$ cat config.mk
export PLATFORM = sky130hd
export DESIGN_NAME = fetch_stage_flat
export DESIGN_NICKNAME = d
export VERILOG_FILES = /design/src/rtl/fetch_stage_if.sv /design/src/rtl/fetch_stage.sv /design/src/flat_wrapper.sv
export SDC_FILE = /design/constraint.sdc
export NUM_CORES = 1
export LEC_CHECK = 0
export ABC_CLOCK_PERIOD_IN_PS = 2300
export BUFFER_PORTS_ARGS = -buffer_cell sky130_fd_sc_hd__buf_2
export CAP_MARGIN = 20
export CORE_AREA = 2 2 110 112
export DETAILED_ROUTE_END_ITERATION = 10
export DIE_AREA = 0 0 112 114
export PLACE_DENSITY = 0.79
export SETUP_SLACK_MARGIN = 0.5
export SYNTH_ARGS = -nofsm -noshare
export SYNTH_HDL_FRONTEND = slang
export SYNTH_SLANG_ARGS = --single-unit
$ cat constraint.sdc
create_clock -name iClk -period 2.3 [get_ports iClk]
set_input_delay 0.345 -clock iClk [delete_from_list [all_inputs] [get_ports iClk]]
set_output_delay 0.345 -clock iClk [all_outputs]
set_load 0.1 [all_outputs]
$ cat src/rtl/fetch_stage_if.sv
// Bundles the fetch-stage control, IMEM and IF/ID signals.
// The slave modport is the fetch stage; the master modport is the hazard/IMEM/decode side.
interface fetch_stage_if;
  logic        iStallF;
  logic        iStallD;
  logic        iFlushD;
  logic        iRedirect;
  logic [31:0] iRedirectPc;
  logic [31:0] oImemAddr;
  logic [31:0] iImemRdata;
  logic [31:0] oPcF;
  logic [31:0] oInstD;
  logic [31:0] oPcPlus4D;
  logic        oValidD;
  logic [31:0] oFetchCount;
  logic [31:0] oBubbleCount;

  modport slave (
    input  iStallF, iStallD, iFlushD, iRedirect, iRedirectPc, iImemRdata,
    output oImemAddr, oPcF, oInstD, oPcPlus4D, oValidD, oFetchCount, oBubbleCount
  );

  modport master (
    output iStallF, iStallD, iFlushD, iRedirect, iRedirectPc, iImemRdata,
    input  oImemAddr, oPcF, oInstD, oPcPlus4D, oValidD, oFetchCount, oBubbleCount
  );
endinterface

$ cat src/rtl/fetch_stage.sv
// MIPS instruction-fetch stage: PC register, IMEM address and IF/ID pipeline register.
// Define FETCH_PERF_EN to build the fetch/bubble performance counters.
module fetch_stage #(
  parameter logic [31:0] RESET_PC = 32'h0000_0000,
  parameter logic [31:0] NOP_INST = 32'h0000_0000
) (
  input logic          iClk,
  input logic          iReset,
  fetch_stage_if.slave bus
);
  localparam int unsigned XLEN = 32;

  logic [XLEN-1:0] pc;
  logic [XLEN-1:0] pcPlus4;
  logic [XLEN-1:0] instD;
  logic [XLEN-1:0] pcPlus4D;
  logic            validD;
  logic            redirectTaken;
  logic            loadBubble;
  logic            loadInst;

  assign pcPlus4       = pc + XLEN'(4);
  assign redirectTaken = bus.iRedirect & ~bus.iStallF;
  assign loadBubble    = bus.iFlushD | redirectTaken;
  assign loadInst      = ~loadBubble & ~bus.iStallD;

  // PC: stall holds, so a pending redirect waits until the stall drops
  always_ff @(posedge iClk) begin
    if (iReset) begin
      pc <= RESET_PC;
    end else if (bus.iStallF) begin
      pc <= pc;
    end else if (bus.iRedirect) begin
      pc <= {bus.iRedirectPc[XLEN-1:2], 2'b00};
    end else begin
      pc <= pcPlus4;
    end
  end

  // IF/ID: a taken redirect squashes the wrong-path word (no delay slot)
  always_ff @(posedge iClk) begin
    if (iReset) begin
      instD    <= NOP_INST;
      pcPlus4D <= '0;
      validD   <= 1'b0;
    end else if (loadBubble) begin
      instD    <= NOP_INST;
      pcPlus4D <= pcPlus4;
      validD   <= 1'b0;
    end else if (loadInst) begin
      instD    <= bus.iImemRdata;
      pcPlus4D <= pcPlus4;
      validD   <= 1'b1;
    end
  end

`ifdef FETCH_PERF_EN
  logic [XLEN-1:0] fetchCount;
  logic [XLEN-1:0] bubbleCount;

  always_ff @(posedge iClk) begin
    if (iReset) begin
      fetchCount  <= '0;
      bubbleCount <= '0;
    end else begin
      if (loadInst)   fetchCount  <= fetchCount + XLEN'(1);
      if (loadBubble) bubbleCount <= bubbleCount + XLEN'(1);
    end
  end

  assign bus.oFetchCount  = fetchCount;
  assign bus.oBubbleCount = bubbleCount;
`else
  assign bus.oFetchCount  = '0;
  assign bus.oBubbleCount = '0;
`endif

  assign bus.oImemAddr = pc;
  assign bus.oPcF      = pc;
  assign bus.oInstD    = instD;
  assign bus.oPcPlus4D = pcPlus4D;
  assign bus.oValidD   = validD;
endmodule

$ cat src/flat_wrapper.sv
// flat-port wrapper written by rule: the top's interface ports become plain ports
module fetch_stage_flat 
#(
  parameter logic [31:0] RESET_PC = 32'h0000_0000,
  parameter logic [31:0] NOP_INST = 32'h0000_0000
)
  (iClk, iReset, bus_iStallF, bus_iStallD, bus_iFlushD, bus_iRedirect, bus_iRedirectPc, bus_iImemRdata, bus_oImemAddr, bus_oPcF, bus_oInstD, bus_oPcPlus4D, bus_oValidD, bus_oFetchCount, bus_oBubbleCount);
  fetch_stage_if bus_i ();
  input logic iClk;
  input logic iReset;
  input wire logic [$bits(bus_i.iStallF)-1:0] bus_iStallF;
  input wire logic [$bits(bus_i.iStallD)-1:0] bus_iStallD;
  input wire logic [$bits(bus_i.iFlushD)-1:0] bus_iFlushD;
  input wire logic [$bits(bus_i.iRedirect)-1:0] bus_iRedirect;
  input wire logic [$bits(bus_i.iRedirectPc)-1:0] bus_iRedirectPc;
  input wire logic [$bits(bus_i.iImemRdata)-1:0] bus_iImemRdata;
  output wire logic [$bits(bus_i.oImemAddr)-1:0] bus_oImemAddr;
  output wire logic [$bits(bus_i.oPcF)-1:0] bus_oPcF;
  output wire logic [$bits(bus_i.oInstD)-1:0] bus_oInstD;
  output wire logic [$bits(bus_i.oPcPlus4D)-1:0] bus_oPcPlus4D;
  output wire logic [$bits(bus_i.oValidD)-1:0] bus_oValidD;
  output wire logic [$bits(bus_i.oFetchCount)-1:0] bus_oFetchCount;
  output wire logic [$bits(bus_i.oBubbleCount)-1:0] bus_oBubbleCount;
  assign bus_i.iStallF = bus_iStallF;
  assign bus_i.iStallD = bus_iStallD;
  assign bus_i.iFlushD = bus_iFlushD;
  assign bus_i.iRedirect = bus_iRedirect;
  assign bus_i.iRedirectPc = bus_iRedirectPc;
  assign bus_i.iImemRdata = bus_iImemRdata;
  assign bus_oImemAddr = bus_i.oImemAddr;
  assign bus_oPcF = bus_i.oPcF;
  assign bus_oInstD = bus_i.oInstD;
  assign bus_oPcPlus4D = bus_i.oPcPlus4D;
  assign bus_oValidD = bus_i.oValidD;
  assign bus_oFetchCount = bus_i.oFetchCount;
  assign bus_oBubbleCount = bus_i.oBubbleCount;
  fetch_stage #(.RESET_PC(RESET_PC), .NOP_INST(NOP_INST)) u_core (.iClk(iClk), .iReset(iReset), .bus(bus_i));
endmodule
# After elaboration in Yosys (flattened, before gate mapping)
# Cells that the tools add are included.
[word_totals]
inputBits = 70
out_inout_bits = 193
ff_bits = 97
word_cells = 16
[op_classes]
reduce_logical = 2
bitwise_logic = 6
n_addsub = 1
n_mux = 3
[op_table]
columns = ["cell", "n"]
rows = [
  ["$mux W32", 3],
  ["$add A32 B3 Y32 const B", 1],
  ["$not A1 Y1", 3],
  ["$and A1 B1 Y1", 2],
  ["$reduce_bool A2 Y1", 1],
  ["$reduce_or A2 Y1", 1],
  ["$or A1 B1 Y1", 1],
]

# Logic depth before layout (Yosys ltp)
# Gate-level depths: netlist of the first run.
[logic_depth]
depth_word = 7
mapped_depth = 7
depth_no_buf = 6

# Worst setup path before layout of the first run
# OpenSTA, ideal clock, no wires.
[synth_path]
path_kind = "register to register"
start = "register u_core.pc[17] (netlist: u_core.bus.oImemAddr[17])"
end = "register u_core.pc[31] (netlist: u_core.bus.oImemAddr[31])"
stages_incl_launch_ff = 7
arrival_time_ns = 2.702
setup_slack_ns = -0.477
setup_ns = 0.075
period_less_slack_ns = 2.777
path_buffers = 1
required_time_ns = 2.225
cell_sequence = "dfxtp_1 buf_2 and4_4 nand4_4 or4_4 or3_1 a31oi_1"
[synth_between]
elab_chain_cells = 2
[synth_lines]
columns = ["item", "line", "rtl"]
rows = [
  ["start, declared", "fetch_stage.sv:13", "logic [XLEN-1:0] pc;"],
  ["start signal, assigned", "fetch_stage.sv:32", "pc <= pc;"],
  ["start signal, assigned", "fetch_stage.sv:34", "pc <= {bus.iRedirectPc[XLEN-1:2], 2'b00};"],
  ["start signal, assigned", "fetch_stage.sv:36", "pc <= pcPlus4;"],
  ["$add A32 B3 Y32", "fetch_stage.sv:22", "assign pcPlus4 = pc + XLEN'(4);"],
  ["$mux W32", "fetch_stage.sv:33", "end else if (bus.iRedirect) begin"],
]
# Every way passes these cells.
# A chain may end at the register's enable or synchronous reset.

# Worst setup path after layout of the first run
[layout_path]
start = "register u_core.pc[3] (netlist: u_core.bus.oImemAddr[3])"
end = "register u_core.pcPlus4D[23] (netlist: u_core.bus.oPcPlus4D[23])"
[layout_between]
elab_chain_cells = 3
[layout_lines]
columns = ["item", "line", "rtl"]
rows = [
  ["$add A32 B3 Y32 *", "fetch_stage.sv:22", ""],
  ["$mux W32", "fetch_stage.sv:50", "end else if (loadInst) begin"],
  ["$mux W32 *", "fetch_stage.sv:46", "end else if (loadBubble) begin"],
  ["end signal, assigned", "fetch_stage.sv:48", "pcPlus4D <= pcPlus4;"],
  ["end signal, assigned", "fetch_stage.sv:52", "pcPlus4D <= pcPlus4;"],
  ["end, declared", "fetch_stage.sv:16", "logic [XLEN-1:0] pcPlus4D;"],
]
# Mark *: on every way between the ends. The rest lies on a longest branch, timed or not. The select of a mux whose other input is x is not followed.

==> summary.txt, run 1 <==
Run status
  • Status: finished, final reports clean

Global routing
  • Largest net degree at the start of global routing: 60
  • Vias in the first global route: 4112
  • Global route overflow: 0
  • GR peak layer: met2
  • Met1 Use GR: 0.256
  • Met2 Use GR: 0.373
  • First-pass GRT wire length: 21.7 mm
  • Antenna violations before repair: 0
  • Total GRT Usage: 0.214
  • GR Util met3: 0.0499

Synth
  • Leading area contributor after synthesis: dfxtp_1
  • Cell variety after synth: 46
  • Avg Inst Size Synth: 8.30 um^2
  • Yosys warns: 0
  • Synth Cell Area: 5180 um^2
  • Top FF cell, synth: dfxtp_1
  • Register area share after synthesis: 0.360
  • #FFs+latches synth: 93
  • Post-synth EDFFs: 0
  • Async SR Flop Fraction: 0
  • Synth Instances: 624
  • Top-area cell type share of the netlist area: 0.360
  • Synth top area cells: dfxtp_1 36%, buf_4 15%, mux2i_1 7.2%

Worst setup path
  • R2R depth: 7
  • Setup crit end: u_core.bus.oPcPlus4D[23]$_SDFFE_PP0P_
  • Setup crit end kind: register
  • Data required, critical path: 2560 ps
  • Setup crit start: u_core.bus.oImemAddr[3]$_SDFFE_PP0N_
  • R2R setup slack: 450 ps
  • R2R Path End: u_core.bus.oPcPlus4D[23]$_SDFFE_PP0P_
  • WS Path Type: reg -> reg
  • Crit start category: register
  • Crit path arrival time: 2110 ps
  • Worst r2r src: u_core.bus.oImemAddr[3]$_SDFFE_PP0N_
  • Worst-path maximum fanout: 8

Power
  • Clock power share: 0.303
  • Sw frac: 0.436
  • Peak VDD IR: 0.000357 V
  • Logic gate share of total power: 0.352
  • Sequential power share: 0.345
  • Switching power: 0.00220 W
  • Ratio of total power to cell area: 771 nW/um^2
  • P_int: 0.00284 W
  • LEAKAGE: 3.17 nW

STA
  • Setup-failing EPs final: 0
  • RSZ-0062 raised after global routing: yes
  • Clock skew: 5.20 ps
  • FMAX: 540 MHz
  • Setup tns final: 0 ps
  • Slew Viols, Final: 0
  • Final min period: 1850 ps
  • Worst slew margin: 0.651
  • Final period util: 0.805
  • Final Hold Fails: 0
  • Slew at the pin closest to its max-slew limit: 523 ps

Clock network
  • CTS tree: built
  • Clock tree sinks: 93
  • Root buffer cell: clkbuf_16
  • H-tree depth: 3
  • Reg clk slew, reported paths: 70 ps
  • Clk Latency, worst-skew pair: 340 ps
  • Inserted Clock Buffers: 9
  • Max clock buf depth: 2
  • Hold Buf Count CTS: 0

Cells and area
  • Post-Layout Cell Count: 946
  • Most frequent cells in the layout: 190 x buf_2, 88 x nor2_1, 70 x conb_1
  • Fill cells: 1073
  • Antenna Diode Count: 0
  • Syn-to-layout area delta: 26.3%
  • Layout cells sized above 1: 0.382
  • Nets: 865
  • Commonest non-fill, non-tap cell in the layout: buf_2

Route
  • Wirelength, routed: 14.5 mm
  • Initial drt markers: 247
  • Vias/cell: 5.11
  • Drt drc: 0
  • Avg WL per Cell: 15.4 um
  • Pre-antenna DRT Iters: 5
  • Routed Antenna Nets: 0
  • Vias: 4834

Place
  • Routability cong.: 0.843
  • Post-Place Cells: 900
  • Detailed placement HPWL: 10.4 mm
  • Port buffer count: 190

Floorplan
  • Die Height: 114 um
  • Die area: 12800 um^2
  • Starting Density: 0.442
  • I/O pin count: 263
  • Core ar.: 11700 um^2
  • Die W: 112 um
  • Row cnt: 40

Job
  • Max-Cap Viols: 0

Worst hold path
  • Worst hold stages: 3
  • Hold WC Path Type: in -> reg
==> worst max-delay path, cell delays in order (launching register included) <==
cell and delay, ps:
dfxtp_4 380, and4_4 240, buf_4 150, nand2_2 150
nor4_1 370, buf_4 180, xnor2_1 70, a211oi_1 220
==> what timing repair did <==
item	in CTS	in global routing
endpoints found under the setup margin	20	28
gates resized for setup	14	14
setup buffers	19	11
pin swaps	9	12
==> metrics by stage <==
stage               setup WS, ps  hold WS [ps]  power (W)  utilization  area, um^2
detailed placement           200           451    0.00351        0.502        5880
CTS                          496           229    0.00505        0.544        6380
global placement             268           431    0.00350        0.502        5880
finish                       449           237    0.00504        0.558        6540
global route                 399           240    0.00522        0.558        6540
floorplan                    128           489    0.00341            -        5580
==> layout make-up <==
class	instances	area [um^2]	share of cell area
inverters	9	33.8	0.00517
repair buffers	237	1320	0.203
clock inverters	3	41.3	0.00632
well taps	147	184	0.0281
flip-flops and latches	93	1960	0.299
clock buffers	13	262	0.0400
multi-input cells	444	2730	0.418
==> power groups by stage <==
stage | Sequential (W) | Clock [W] | Combinational (W)
floorplan | 0.00231 | 0 | 0.00110
global route | 0.00175 | 0.00164 | 0.00183
global placement | 0.00180 | 0 | 0.00170
detailed placement | 0.00180 | 0 | 0.00171
finish | 0.00174 | 0.00153 | 0.00177
CTS | 0.00174 | 0.00156 | 0.00176
==> how the worst min path moves through the flow <==
stage                                                from                            endpoint  slack (ps)
final                                   bus_iImemRdata[9]   u_core.bus.oInstD[9]$_SDFFE_PP0P_         240
after global placement    u_core.bus.oValidD$_SDFFE_PP0P_     u_core.bus.oValidD$_SDFFE_PP0P_         430
after floorplan                         bus_iImemRdata[0]   u_core.bus.oInstD[0]$_SDFFE_PP0P_         490
after global routing                    bus_iImemRdata[4]   u_core.bus.oInstD[4]$_SDFFE_PP0P_         240
after CTS                              bus_iImemRdata[10]  u_core.bus.oInstD[10]$_SDFFE_PP0P_         230
after detailed placement  u_core.bus.oValidD$_SDFFE_PP0P_     u_core.bus.oValidD$_SDFFE_PP0P_         450
==> logic make-up (layout without fill, tap and decap cells) <==
logic type / Yosys count / in the layout / share of synthesized area
flops: 93 / 93 / 0.360
compound gates: 113 / 113 / 0.147
other cells: 1 / 70 / 0.000724
xor+xnor: 27 / 27 / 0.0457
simple gates: 196 / 196 / 0.183
mux: 37 / 37 / 0.0716
buf+inv: 156 / 262 / 0.190
fa+ha+maj: 1 / 1 / 0.00242
==> synthesized netlist by cell type, types with 2 or more instances <==
cell type,n
nand3_1,9
and2_1,4
and4_4,2
a31oi_1,10
mux2i_1,37
and3_1,3
nand3b_1,5
inv_1,9
nor4_1,9
dfxtp_1,93
a21oi_1,26
a211oi_1,28
o41ai_1,3
clkbuf_2,2
or3_1,5
nand4_1,10
o31ai_1,3
a22oi_1,12
buf_2,4
xor2_1,5
o32ai_1,6
o31a_1,3
clkbuf_1,26
xnor2_1,22
o21ai_0,14
nor2b_1,7
nand2_1,33
nand2_2,2
buf_4,104
nor2_1,89
a311oi_1,2
o2bb2ai_1,3
nor3_1,8
buf_1,11
and4_1,4
==> flip-flops by register name (all words and copies together), names as in the netlist <==
signal                count
u_core.bus.oImemAddr     30
u_core.bus.oInstD        32
u_core.bus.oPcPlus4D     30
u_core.bus.oValidD        1
==> layer usage <==
layer | wire length (um) | vias to the layer above | share of wire
met5 | 0 | - | 0
met4 | 284 | 0 | 0.020
met3 | 1250 | 22 | 0.086
met2 | 7240 | 246 | 0.50
met1 | 5760 | 2233 | 0.40
li1 | - | 2333 | -
Power figures use the tool's default switching activity.
==> run 2: changes to the inputs <==
ABC_AREA = 1   (was not set)
ABC_CLOCK_PERIOD_IN_PS = 1700   (was 2300)
CORE_AREA = 2 2 116 118   (was 2 2 110 112)
DIE_AREA = 0 0 118 120   (was 0 0 112 114)
PLACE_DENSITY = 0.76   (was 0.79)
clock period = 1.7 ns   (was 2.3 ns; I/O delays follow)
==> summary.txt, run 2 <==
Run status
  • Status: finished, final reports clean

Place
  • Port buffer count: 190 (unchanged)
  • DP Area: 6190 um^2 (+5.3%)
  • Post-Place Cells: 1070 (+19%)
  • Routability cong.: 0.819 (-2.8%)
  • Setup WS pre-CTS: 206 ps (+5.42 ps)
  • Detailed placement HPWL: 10.8 mm (+3.7%)

STA
  • Final Hold Fails: 0 (unchanged)
  • RSZ-0062 raised after global routing: yes
  • Final hold slack: 160 ps (-76.5 ps)
  • Final setup margin: 113 ps (-337 ps)
  • Setup tns final: 0 ps (unchanged)
  • Slew Viols, Final: 0 (unchanged)
  • Final min period: 1590 ps (-263 ps)
  • Setup-failing EPs final: 0 (unchanged)
  • Final period util: 0.934 (+0.129)
  • FMAX: 630 MHz (+17%)
  • Clock skew: 5.13 ps (-0.0764 ps)

Synth
  • Register area share after synthesis: 0.348 (-0.0120)
  • #FFs+latches synth: 93 (unchanged)
  • Post-synth EDFFs: 0 (unchanged)
  • Yosys warns: 0 (unchanged)
  • Synth cell count leaders: 157 x nand2_1, 102 x buf_4, 93 x dfxtp_1
  • Most frequent cell after synthesis: nand2_1
  • Top FF cell, synth: dfxtp_1
  • Cell variety after synth: 34 (-26%)
  • Avg Inst Size Synth: 7.06 um^2 (-15%)
  • Synth Cell Area: 5360 um^2 (+3.5%)
  • Synth top area cells: dfxtp_1 35%, buf_4 14%, nand2_1 11%
  • Synth Instances: 758 (+21%)
  • Async SR Flop Fraction: 0 (unchanged)
  • Top-area cell type share of the netlist area: 0.348 (-0.0120)
  • Leading area contributor after synthesis: dfxtp_1

Route
  • Vias: 5730 (+19%)
  • Wire length on met3: 1.58 mm (+26%)
  • Wirelength, routed: 19.1 mm (+32%)
  • Drt drc: 0 (unchanged)
  • Vias/cell: 5.03 (-1.6%)
  • Routed Antenna Nets: 0 (unchanged)
  • Initial drt markers: 425 (+72%)
  • Avg WL per Cell: 16.8 um (+9.2%)
  • Pre-antenna DRT Iters: 6 (+1)
  • Met2 WL post-DR: 9.86 mm (+36%)
  • Met1 Wirelength: 7.08 mm (+23%)
  • Top routing layer in use: met4

Worst hold path
  • Worst Hold Launch: bus_iImemRdata[26]
  • Worst hold endpoint: u_core.bus.oInstD[26]$_SDFFE_PP0P_
  • Worst hold stages: 3 (unchanged)
  • Hold WC Path Type: in -> reg

Global routing
  • Total GRT Usage: 0.238 (+0.0248)
  • Largest net degree at the start of global routing: 45 (-25%)
  • Antenna violations before repair: 0 (unchanged)
  • Global route overflow: 0 (unchanged)
  • Vias in the first global route: 5225 (+27%)
  • First-pass GRT wire length: 26.9 mm (+24%)

Floorplan
  • Core ar.: 13000 um^2 (+11%)
  • Die area: 14200 um^2 (+11%)
  • Row cnt: 42 (+5.0%)
  • Die W: 118 um (+5.4%)
  • Starting Density: 0.413 (-0.0294)
  • Die Height: 120 um (+5.3%)
  • I/O pin count: 263 (unchanged)

Worst setup path
  • Setup crit end kind: register
  • R2R depth: 7 (unchanged)
  • Crit path arrival time: 1870 ps (-240 ps)
  • Data required, critical path: 1990 ps (-570 ps)
  • R2R Path End: u_core.bus.oImemAddr[11]$_SDFFE_PP0N_
  • Crit start category: register
  • R2R setup slack: 110 ps (-340 ps)
  • Worst r2r src: u_core.bus.oImemAddr[4]$_SDFFE_PP0N_
  • WS Path Type: reg -> reg
  • Worst-path maximum fanout: 5 (-3)

Job
  • Max-Cap Viols: 0 (unchanged)

Cells and area
  • Design Area, Final: 8870 um^2 (+36%)
  • Post-Layout Cell Count: 1140 (+21%)
  • Max reg flops: 32 (unchanged)
  • Commonest non-fill, non-tap cell in the layout: nand2_1
  • Nets: 1030 (+19%)
  • Antenna Diode Count: 0 (unchanged)
  • Layout cells sized above 1: 0.475 (+0.0934)
  • Most frequent cells in the layout: 132 x nand2_1, 85 x buf_12, 70 x inv_1, 70 x conb_1, 67 x buf_2
  • Syn-to-layout area delta: 65.6%

Clock network
  • CTS tree: built
  • Max clock buf depth: 2 (unchanged)
  • Root buffer cell: clkbuf_16
  • Inserted Clock Buffers: 9 (unchanged)
  • Hold Buf Count CTS: 0 (unchanged)
  • Clock tree sinks: 93 (unchanged)
  • Reg clk slew, reported paths: 70 ps (about the same)
  • H-tree depth: 3 (unchanged)
  • Clk Latency, worst-skew pair: 350 ps (about the same)

Power
  • Peak VDD IR: 0.000587 V (+65%)
  • LEAKAGE: 3.97 nW (+25%)
  • Ratio of total power to cell area: 813 nW/um^2 (+5.5%)
## run 2: cell types whose count changed in the layout (fill, tap and decap cells not counted), sizes merged, moves of 27 or more
| cell | previous run | this run |
|---|---|---|
| a211oi | 28 | 0 |
| a21oi | 26 | 59 |
| inv | 10 | 79 |
| mux2i | 37 | 0 |
| nand2 | 35 | 162 |
| nand3 | 9 | 53 |
| nor2 | 89 | 53 |
| o21ai | 14 | 41 |
## run 2: through the flow
| stage | utilization | power (W) |
|---|---|---|
| 2_1_floorplan | - | 0.00448 |
| 3_3_place_gp | 0.477 | 0.00461 |
| 3_5_place_dp | 0.477 | 0.00462 |
| 4_1_cts | 0.623 | 0.00701 |
| 5_1_grt | 0.683 | 0.00741 |
| 6_report | 0.683 | 0.00721 |
## run 2: how the worst max path moves through the flow
stage	startpoint	end	depth (start not counted)
after floorplan	u_core.bus.oImemAddr[3]$_SDFFE_PP0N_	u_core.bus.oImemAddr[18]$_SDFFE_PP0N_	8
after global placement	u_core.bus.oImemAddr[3]$_SDFFE_PP0N_	u_core.bus.oImemAddr[16]$_SDFFE_PP0N_	8
after detailed placement	u_core.bus.oImemAddr[3]$_SDFFE_PP0N_	u_core.bus.oImemAddr[16]$_SDFFE_PP0N_	8
after CTS	u_core.bus.oImemAddr[3]$_SDFFE_PP0N_	u_core.bus.oImemAddr[18]$_SDFFE_PP0N_	8
after global routing	u_core.bus.oImemAddr[2]$_SDFFE_PP0N_	u_core.bus.oPcPlus4D[22]$_SDFFE_PP0P_	10
final	u_core.bus.oImemAddr[4]$_SDFFE_PP0N_	u_core.bus.oImemAddr[11]$_SDFFE_PP0N_	7
## run 2: worst max-delay path: stages, from the launching register on
cell and delay [ps]:
dfxtp_4 400, nand2_2 80, nor2_4 170, nand2_4 130, nor2_4 230, xor2_2 260, nand2_1 140, a21oi_2 120
## run 2: power breakdown
part,switching [W],total (W),internal [W]
clock,0.000990,0.00203,0.00104
combinational,0.00206,0.00280,0.000734
sequential,0.000133,0.00239,0.00226
total,0.00319,0.00721,0.00403
## run 2: area by class of cell
cell class	instances	area, um^2
Multi-Input combinational cell	519	2880
Sequential cell	93	2050
Clock buffer	9	225
Clock inverter	7	65.1
Tap cell	176	220
Fill cell	936	4110
Inverter	75	284
Timing Repair Buffer	261	3150
## run 2: repair_timing
action,CTS,global route
resized for setup,396,150
endpoints found under the setup margin,173,140
setup buffers,23,31
pin swaps,23,32
## run 2: cell families after synthesis
group           Yosys count  synth area share
simple gates            304             0.260
buf+inv                 215             0.229
compound gates          129             0.133
flops                    93             0.348
xor+xnor                 15            0.0273
fa+ha+maj                 1           0.00234
other cells               1          0.000700
## run 2: routing by layer
layer  vias to the layer above  track usage
met5                         -            0
met4                         0       0.0979
met3                        73       0.0665
met2                       310        0.412
met1                      2681        0.278
li1                       2666            -
